File: config.mk
export PLATFORM = sky130hd
export DESIGN_NAME = ldm_stm_seq
export DESIGN_NICKNAME = d
export VERILOG_FILES = /design/src/rtl/arm_blk_pkg.sv /design/src/rtl/lsb_enc16.sv /design/src/rtl/ldm_stm_seq.sv
export SDC_FILE = /design/constraint.sdc
export NUM_CORES = 1
export LEC_CHECK = 0
export CAP_MARGIN = 15
export CORE_UTILIZATION = 25
export CTS_CLUSTER_SIZE = 20
export DETAILED_ROUTE_END_ITERATION = 10
export SLEW_MARGIN = 40
export SYNTH_ARGS = -nofsm -noshare
export SYNTH_HDL_FRONTEND = slang
export SYNTH_SLANG_ARGS = --single-unit
File: constraint.sdc
create_clock -name clk -period 7.4 [get_ports clk]
set_input_delay 1.11 -clock clk [delete_from_list [all_inputs] [get_ports clk]]
set_output_delay 1.11 -clock clk [all_outputs]
set_load 0.005 [all_outputs]
File: src/rtl/arm_blk_pkg.sv
// Shared definitions for the ARM LDM/STM micro-op sequencer: FSM states and
// instruction field positions.
package arm_blk_pkg;

    typedef enum logic [1:0] {
        IDLE = 2'd0,
        XFER = 2'd1,
        WB   = 2'd2
    } blk_state_t;

    localparam int P_BIT    = 24;
    localparam int U_BIT    = 23;
    localparam int W_BIT    = 21;
    localparam int L_BIT    = 20;
    localparam int RN_LSB   = 16;
    localparam int LIST_LSB = 0;

    localparam logic [2:0] BLK_OPC = 3'b100;

endpackage

File: src/rtl/lsb_enc16.sv
// Lowest-set-bit encoder: index of the lowest set bit, a found flag, and the
// input vector with that bit cleared.
module lsb_enc16 (
    input  logic [15:0] vec,
    output logic [3:0]  idx,
    output logic        found,
    output logic [15:0] rest
);

    // Scan downwards so the lowest set bit is the last one written.
    always_comb begin
        idx = 4'd0;
        for (int i = 15; i >= 0; i--) begin
            if (vec[i]) idx = 4'(i);
        end
    end

    assign found = |vec;
    assign rest  = vec & (vec - 16'd1);

endmodule

File: src/rtl/ldm_stm_seq.sv
// Decode-stage expander: turns an ARM LDM/STM into one memory micro-op per
// listed register plus an optional base-writeback micro-op.
module ldm_stm_seq
    import arm_blk_pkg::*;
(
    input  logic        clk,
    input  logic        reset_n,
    input  logic        armD,
    input  logic [31:0] InstrD,
    input  logic        LdStallD,
    input  logic        FlushD,
    output logic        StallFD,
    output logic        UopValidD,
    output logic        UopLD,
    output logic        UopWbD,
    output logic [3:0]  UopRdD,
    output logic [3:0]  UopRnD,
    output logic [7:0]  UopOffsetD,
    output logic        UopFirstD,
    output logic        UopLastD
);

    blk_state_t  state;
    logic [15:0] mask_q;
    logic [7:0]  off_q;
    logic [4:0]  cnt_q;
    logic [3:0]  rn_q;
    logic        l_q, u_q, wb_q;

    logic        blk, p, u, w, l;
    logic [3:0]  rn;
    logic [15:0] list;
    logic [4:0]  n;
    logic [7:0]  n4, start_off, wb_off;
    logic        wb_need;

    logic [3:0]  idx_i, idx_m;
    logic        found_i, found_m;
    logic [15:0] rest_i, rest_m;

    assign blk  = armD && (InstrD[27:25] == BLK_OPC);
    assign p    = InstrD[P_BIT];
    assign u    = InstrD[U_BIT];
    assign w    = InstrD[W_BIT];
    assign l    = InstrD[L_BIT];
    assign rn   = InstrD[RN_LSB +: 4];
    assign list = InstrD[LIST_LSB +: 16];

    always_comb begin
        n = 5'd0;
        for (int i = 0; i < 16; i++) n = n + 5'(list[i]);
    end

    assign n4 = {1'b0, n, 2'b00};

    always_comb begin
        case ({p, u})
            2'b01:   start_off = 8'd0;
            2'b11:   start_off = 8'd4;
            2'b00:   start_off = 8'd4 - n4;
            default: start_off = 8'd0 - n4;
        endcase
    end

    // A loaded base would be overwritten by the transfer, so writeback is dropped.
    assign wb_need = w && (n != 5'd0) && !(l && list[rn]);
    assign wb_off  = u_q ? {1'b0, cnt_q, 2'b00} : 8'd0 - {1'b0, cnt_q, 2'b00};

    lsb_enc16 u_enc_instr (
        .vec   (list),
        .idx   (idx_i),
        .found (found_i),
        .rest  (rest_i)
    );

    lsb_enc16 u_enc_mask (
        .vec   (mask_q),
        .idx   (idx_m),
        .found (found_m),
        .rest  (rest_m)
    );

    always_comb begin
        UopValidD  = 1'b0;
        StallFD    = 1'b0;
        UopLD      = 1'b0;
        UopWbD     = 1'b0;
        UopRdD     = 4'd0;
        UopRnD     = 4'd0;
        UopOffsetD = 8'd0;
        UopFirstD  = 1'b0;
        if (!FlushD) begin
            case (state)
                IDLE: begin
                    if (blk && found_i) begin
                        UopValidD  = 1'b1;
                        UopLD      = l;
                        UopRdD     = idx_i;
                        UopRnD     = rn;
                        UopOffsetD = start_off;
                        UopFirstD  = 1'b1;
                        StallFD    = (rest_i != 16'd0) || wb_need;
                    end
                end
                XFER: begin
                    UopValidD  = found_m;
                    UopLD      = l_q;
                    UopRdD     = idx_m;
                    UopRnD     = rn_q;
                    UopOffsetD = off_q;
                    StallFD    = (rest_m != 16'd0) || wb_q;
                end
                WB: begin
                    UopValidD  = 1'b1;
                    UopLD      = l_q;
                    UopWbD     = 1'b1;
                    UopRdD     = rn_q;
                    UopRnD     = rn_q;
                    UopOffsetD = wb_off;
                end
                default: ;
            endcase
        end
    end

    assign UopLastD = UopValidD && !StallFD;

    always_ff @(posedge clk or negedge reset_n) begin
        if (!reset_n) begin
            state  <= IDLE;
            mask_q <= 16'd0;
            off_q  <= 8'd0;
            cnt_q  <= 5'd0;
            rn_q   <= 4'd0;
            l_q    <= 1'b0;
            u_q    <= 1'b0;
            wb_q   <= 1'b0;
        end else if (FlushD) begin
            state  <= IDLE;
            mask_q <= 16'd0;
            off_q  <= 8'd0;
            wb_q   <= 1'b0;
        end else if (!LdStallD) begin
            case (state)
                IDLE: begin
                    if (blk && found_i && ((rest_i != 16'd0) || wb_need)) begin
                        mask_q <= rest_i;
                        off_q  <= start_off + 8'd4;
                        cnt_q  <= n;
                        rn_q   <= rn;
                        l_q    <= l;
                        u_q    <= u;
                        wb_q   <= wb_need;
                        state  <= (rest_i != 16'd0) ? XFER : WB;
                    end
                end
                XFER: begin
                    mask_q <= rest_m;
                    off_q  <= off_q + 8'd4;
                    if (rest_m == 16'd0) state <= wb_q ? WB : IDLE;
                end
                WB: begin
                    wb_q  <= 1'b0;
                    state <= IDLE;
                end
                default: state <= IDLE;
            endcase
        end
    end

endmodule

; ---- Word-level counts from Yosys, hierarchy flattened
; Cells that the tools add are included.
[word_totals]
word_cells = 146
regBits = 38
output_inout_bits = 22
[classes]
n_reduce_logical = 26
n_eq_ne = 8
order_cmp = 1
muxes = 77
addsub = 22
bitwise_logic = 4
[ops]
columns = operator, count
row1 = two-way mux 4 bit, 36
row2 = adder 5 x 1 -> 5 bit, 11
row3 = two-way mux 16 bit, 3
row4 = two-way mux 8 bit, 6
row5 = one-hot mux 8 bit (3 select lines), 2
row6 = bitwise AND 16 bit, 2
row7 = one-hot mux 16 bit (2 select lines), 1
row8 = nonzero test 16 bit, 2
row9 = OR reduction 16 bit, 2
row10 = "subtractor 16 x 1 -> 16 bit, second input constant", 2
row11 = "adder 8 x 3 -> 8 bit, second input constant", 2
row12 = zero test 16 bit, 1
row13 = one-hot mux 8 bit (2 select lines), 1
row14 = "subtractor 1 x 7 -> 8 bit, first input constant", 2
row15 = two-way mux 1 bit, 14
row16 = two-way mux 2 bit, 6
row17 = one-hot mux 4 bit (3 select lines), 1
row18 = AND reduction 3 bit, 3
row19 = one-hot mux 4 bit (2 select lines), 1
row20 = "subtractor 3 x 7 -> 8 bit, first input constant", 1
row21 = logical AND 1 bit, 7
row22 = "inequality test 3 bit, second input constant", 2
row23 = one-hot mux 1 bit (2 select lines), 3
row24 = nonzero test 3 bit, 2
row25 = other kinds (19), 25

; ---- Logic depth before layout (Yosys ltp)
[depth]
word_depth = 24
depth_mapped = 21
depth_no_buf = 19

; ---- Modules after synthesis
; From an unflattened synthesis, not the netlist that was laid out.
[unflattened]
hier_cells = 450
hier_area_um2 = 3758.6
[modules_own_cells]
columns = mod, instances, seq_area_each_um2, area_per_inst_um2, cells_per_inst
row1 = ldm_stm_seq, 1, 900.9, 3113.0, 342
row2 = lsb_enc16, 2, 0.0, 322.8, 54

; ---- Least setup slack after synthesis
; No wires, ideal clock.
[synth_path]
path_kind = input-to-output
from = input InstrD[0]
to = output UopLastD
path_slack_ns = 0.876
required_time_ns = 6.290
t_arrival_ns = 5.414
path_buffers = 0
stages = 19
cell_sequence = fa_1 > inv_1 > fa_1 > fa_1 > fa_1 > inv_1 > ha_1 > inv_1 > fa_1 > ha_1 > nand2_1 > nor2_1 > ha_1 > nand2b_1 > a21oi_2 > inv_2 > and2_1 > o311ai_0 > a211oi_1
[synth_via]
elab_chain_len = 24
elab_cells_between_ends = 36
[synth_rtl]
columns = item, line_no
row1 = from (decl), ldm_stm_seq.sv:9  ; input logic [31:0] InstrD,
row2 = adder 1 x 1 -> 2 bit, ldm_stm_seq.sv:51  ; for (int i = 0; i < 16; i++) n = n + 5'(list[i]);
row3 = adder 2 x 1 -> 3 bit, ldm_stm_seq.sv:51
row4 = adder 3 x 1 -> 4 bit, ldm_stm_seq.sv:51
row5 = adder 4 x 1 -> 5 bit, ldm_stm_seq.sv:51
row6 = adder 5 x 1 -> 5 bit (11 in a row), ldm_stm_seq.sv:51
row7 = nonzero test 5 bit, ldm_stm_seq.sv:66  ; assign wb_need = w && (n != 5'd0) && !(l && list[rn]);
row8 = logical AND 1 bit (2 in a row), ldm_stm_seq.sv:66
row9 = logical OR 1 bit, ldm_stm_seq.sv:102  ; StallFD = (rest_i != 16'd0) || wb_need;
row10 = two-way mux 1 bit (*), ldm_stm_seq.sv:95  ; if (blk && found_i) begin
row11 = one-hot mux 1 bit (2 select lines) (*), ldm_stm_seq.sv:93  ; case (state)
row12 = two-way mux 1 bit (*), ldm_stm_seq.sv:92  ; if (!FlushD) begin
row13 = via StallFD, ldm_stm_seq.sv:12  ; output logic StallFD,
row14 = zero test 1 bit (*), ldm_stm_seq.sv:126  ; assign UopLastD = UopValidD && !StallFD;
row15 = logical AND 1 bit (*), ldm_stm_seq.sv:126
row16 = to (decl), ldm_stm_seq.sv:20  ; output logic UopLastD
; Mark *: on every way through the listed nets, which the timed path passes. The rest lies on a longest branch. The select of a mux whose other input is x is not followed.

; ---- Final worst setup path
[layout_path]
from = input InstrD[3]
to = output UopOffsetD[4]
[layout_via]
elab_chain_len = 18
elab_cells_between_ends = 21
[layout_rtl]
columns = item, line_no
row1 = adder 3 x 1 -> 4 bit, ldm_stm_seq.sv:51
row2 = adder 4 x 1 -> 5 bit, ldm_stm_seq.sv:51
row3 = adder 5 x 1 -> 5 bit (11 in a row), ldm_stm_seq.sv:51
row4 = subtractor 1 x 7 -> 8 bit / subtractor 3 x 7 -> 8 bit (equally long branches), "ldm_stm_seq.sv:61, ldm_stm_seq.sv:60"
row5 = one-hot mux 8 bit (3 select lines), ldm_stm_seq.sv:57  ; case ({p, u})
row6 = two-way mux 8 bit (*), ldm_stm_seq.sv:95
row7 = one-hot mux 8 bit (3 select lines) (*), ldm_stm_seq.sv:93
row8 = two-way mux 8 bit (*), ldm_stm_seq.sv:92
row9 = to (decl), ldm_stm_seq.sv:18  ; output logic [7:0] UopOffsetD,
; Mark *: on every way between the ends. The rest lies on a longest branch, timed or not.

==> run_results.csv <==
group,metric,value,unit
run_status,status,"finished, final reports clean",
sta,setup_ws,0.228,ns
cells_and_area,antenna_cells,0,
route,routed-wl-met3,789,um
synthesis,synth_top_flop_cell,"dfrtp_1",
sta,maxSlewHeadroom,52.3,%
route,ant_nets,0,
route,highest_layer,"met4",
cells_and_area,multi_input_area,0.00275,mm^2
critical_path,r2r_cells,7,
route,routed_wl,12.8,mm
job,max-cap-violations,0,
place,place_inst,723,
grt,grtUsageTotal,16.3,%
floorplanning,initial_core_util,25.6,%
floorplanning,die-width,127,um
route,wl_per_cell,17.5,um
route,wl_met2,5.98,mm
grt,grt_max_degree,36,
sta,tightest_slew,0.706,ns
synthesis,synthTopCellsByArea,"dfrtp_1 22%, ha_1 5.4%, fa_1 5.1%",
synthesis,syn_area_per_cell,8.49,um^2
power,p_leak,1.96,nW
route,met1Wirelength,5.75,mm
sta,period_share,96.9,%
sta,setup_viol,0,
critical_path,reg2reg_to,"state[1]",
floorplanning,die_y,127,um
place,dp_slack,-0.342,ns
clocking,cts_tree,"yes",
route,first_pass_iters,5,
floorplanning,core.rowCount,45,
clocking,worstSkewPairLatency,0.29,ns
cells_and_area,nets,584,
place,place.port_buffers,51,
synthesis,netlist_area,0.00391,mm^2
critical_path,start_kind,"input port",
clocking,clk_pin_slew,0.06,ns
cells_and_area,drive_above_1_share,16.7,%
clocking,clock-sinks,35,
place,dp_hpwl,9.70,mm
sta,max_freq,0.139,GHz
clocking,clk_path_buf_depth,2,
synthesis,ys_async_sr_fraction,100,%
floorplanning,dieArea,0.0162,mm^2
synthesis,yosysSeqAreaShare,22.4,%
floorplanning,core,0.0153,mm^2
min_path,holdPathEnd,"l_q",
route,vias,4018,
cells_and_area,seqCellArea,876,um^2
route,vias_per_cell,5.49,
grt,antenna_found_initial,0,
sta,fin_crit,7.17,ns
floorplanning,io_pins,59,
critical_path,critPathKind,"in -> out",
min_path,holdCritStartpoint,"l_q",
cells_and_area,stdcell_count,732,
route,drtIter0Drc,376,
route,route.detailed.drc,0,
sta,finClkSkew,0.00531,ns
min_path,whs_path_depth,1,
critical_path,crit_arrival,6.06,ns
synthesis,yosys_warnings,0,
grt,grt_overflow,0,
place,gp_congestion,0.904,
critical_path,crit_required,6.29,ns
sta,finalHoldViolCount,0,
synthesis,yosys.area.top_type,"dfrtp_1",
sta,drv_slew,0,
grt,grt_pass1_wl,20.8,mm
critical_path,crit_path_end_kind,"output port",
synthesis,syn_inst,461,
critical_path,ff2ff_setup_slack,4.56,ns
power,vdd_ir_drop_max,150,uV
cells_and_area,fillCellCount,1582,
critical_path,cp_max_fo,3,
power,power.density,233,mW/mm^2
synthesis,synth_cell_types,80,
critical_path,reg2reg_from,"mask_q[7]",
cells_and_area,syn_to_final_growth,26.3,%
min_path,worst_hold_path_type,"reg -> reg",
grt,grt_pass1_vias,3991,
clocking,cts_buffers,5,
synthesis,ys_ff_latch,35,
synthesis,netlist.area_leader.share,22.4,%
power,fin_total_pwr,1.15,mW
clocking,ctsRootBufferMaster,"clkbuf_16",
synthesis,synth-edff-count,0,
clocking,cts.htree.levels,2,
-- kinds of logic after synthesis --
| group | Yosys count | synth area share (%) |
|---|---|---|
| DFF | 35 | 22.4 |
| other | 1 | 0.0958 |
| xor gates and xnor gates | 9 | 2.40 |
| buffers and inverters | 76 | 8.38 |
| AOI/OAI and AO/OA | 153 | 30.1 |
| and+or+nand+nor | 140 | 19.1 |
| adders and majority gates | 28 | 10.8 |
| muxes | 19 | 6.75 |
-- placed cells by master (no fill, tap or decap), drive strengths merged, types with 6 or more instances in the layout --
cell type      netlist  routed
inv                 41      41
clkdlybuf4s50        0      39
nor2                35      35
dfrtp               35      35
buf                 10      35
nand2               23      23
a21oi               22      22
o21ai               21      21
ha                  17      17
nor3                15      15
a31oi               12      12
nor2b               11      11
fa                  10      10
dlygate4sd2          0      10
nor4                10      10
nand3                9       9
mux2                 9       9
or4                  8       8
a211oi               8       8
o211ai               7       7
a22oi                7       7
o31ai                6       6
-- worst max path at each step --
| stage | cells after the start | to | from |
|---|---|---|---|
| CTS | 21 | StallFD | InstrD[0] |
| detailed placement | 22 | UopLastD | InstrD[0] |
| finish | 18 | UopOffsetD[4] | InstrD[3] |
| floorplan | 19 | UopLastD | InstrD[0] |
| global placement | 22 | UopLastD | InstrD[0] |
| global route | 18 | UopOffsetD[4] | InstrD[3] |
-- final cells by class --
class | instances | area share (%)
multi-input combinational | 351 | 55.6
timing repair buffer | 85 | 15.2
inverter | 42 | 3.19
sequential | 35 | 17.7
tap | 211 | 5.34
clock inverter | 3 | 0.405
clock buffer | 5 | 2.53
-- power by group --
part | switching [mW] | internal [mW]
combinational | 0.362 | 0.345
sequential | 0.0204 | 0.212
clock | 0.0886 | 0.124
-- through the flow --
stage	setup TNS [ns]	hold slack, ns	utilization, %	cell area [um^2]
6_report	0	0.517	32.4	4940
3_3_place_gp	-0.652	0.492	31.2	4760
3_5_place_dp	-0.654	0.501	31.2	4770
4_1_cts	0	0.515	32.3	4930
2_1_floorplan	0	0.482	-	3920
5_1_grt	-0.00178	0.540	32.4	4940
-- per-layer routing --
metal	up-vias	GRT usage (%)
li1	1876	-
met5	-	0
met2	174	26.4
met3	20	2.76
met4	0	6.02
met1	1948	21.8
-- worst max-delay path: stages --
cell	delay (ns)
dlygate4sd2_1	0.27
fa_1	0.57
inv_2	0.05
fa_1	0.49
fa_1	0.54
fa_1	0.44
inv_1	0.08
ha_2	0.17
inv_1	0.05
fa_1	0.43
xor2_1	0.20
buf_4	0.15
ha_1	0.26
nor2b_1	0.18
a21oi_1	0.06
or3_1	0.34
a21oi_1	0.15
clkdlybuf4s50_1	0.53
-- synthesized netlist by cell type (all sizes together), types with 3 or more instances --
library cell  count
nor3             15
a22o              3
a21o              4
or2               4
a31oi            12
o41ai             4
o31a              3
nand4             5
and2              4
dfrtp            35
and3              3
xnor2             4
nand2            23
or4               8
mux4              5
mux2i             5
o22ai             4
a2111oi           3
nor2             35
o311ai            3
fa               10
o31ai             6
clkbuf           24
a211oi            8
o32ai             5
nor2b            11
a32o              5
nand3             9
a31o              4
o211ai            7
xor2              4
inv              41
a2bb2oi           3
nor4b             3
ha               17
o221ai            5
a21oi            22
nor4             10
a222oi            5
mux2              9
buf              10
o21ai            21
nand2b            4
a22oi             7
-- registers in the layout (all words and copies together) (netlist names) --
register	cells
cnt_q	5
u_q	1
state	2
wb_q	1
mask_q	15
l_q	1
rn_q	4
off_q	6
-- timing repair --
| action | in CTS | in global routing |
|---|---|---|
| hold buffers | 0 | 0 |
| pin swaps | 7 | 6 |
| cloned | 0 | 0 |
| buffers inserted | 1 | 0 |
| gates resized for setup | 17 | 4 |
| setup endpoints to repair | 2 | 5 |
Note: power is estimated with default switching activity, not from simulation.
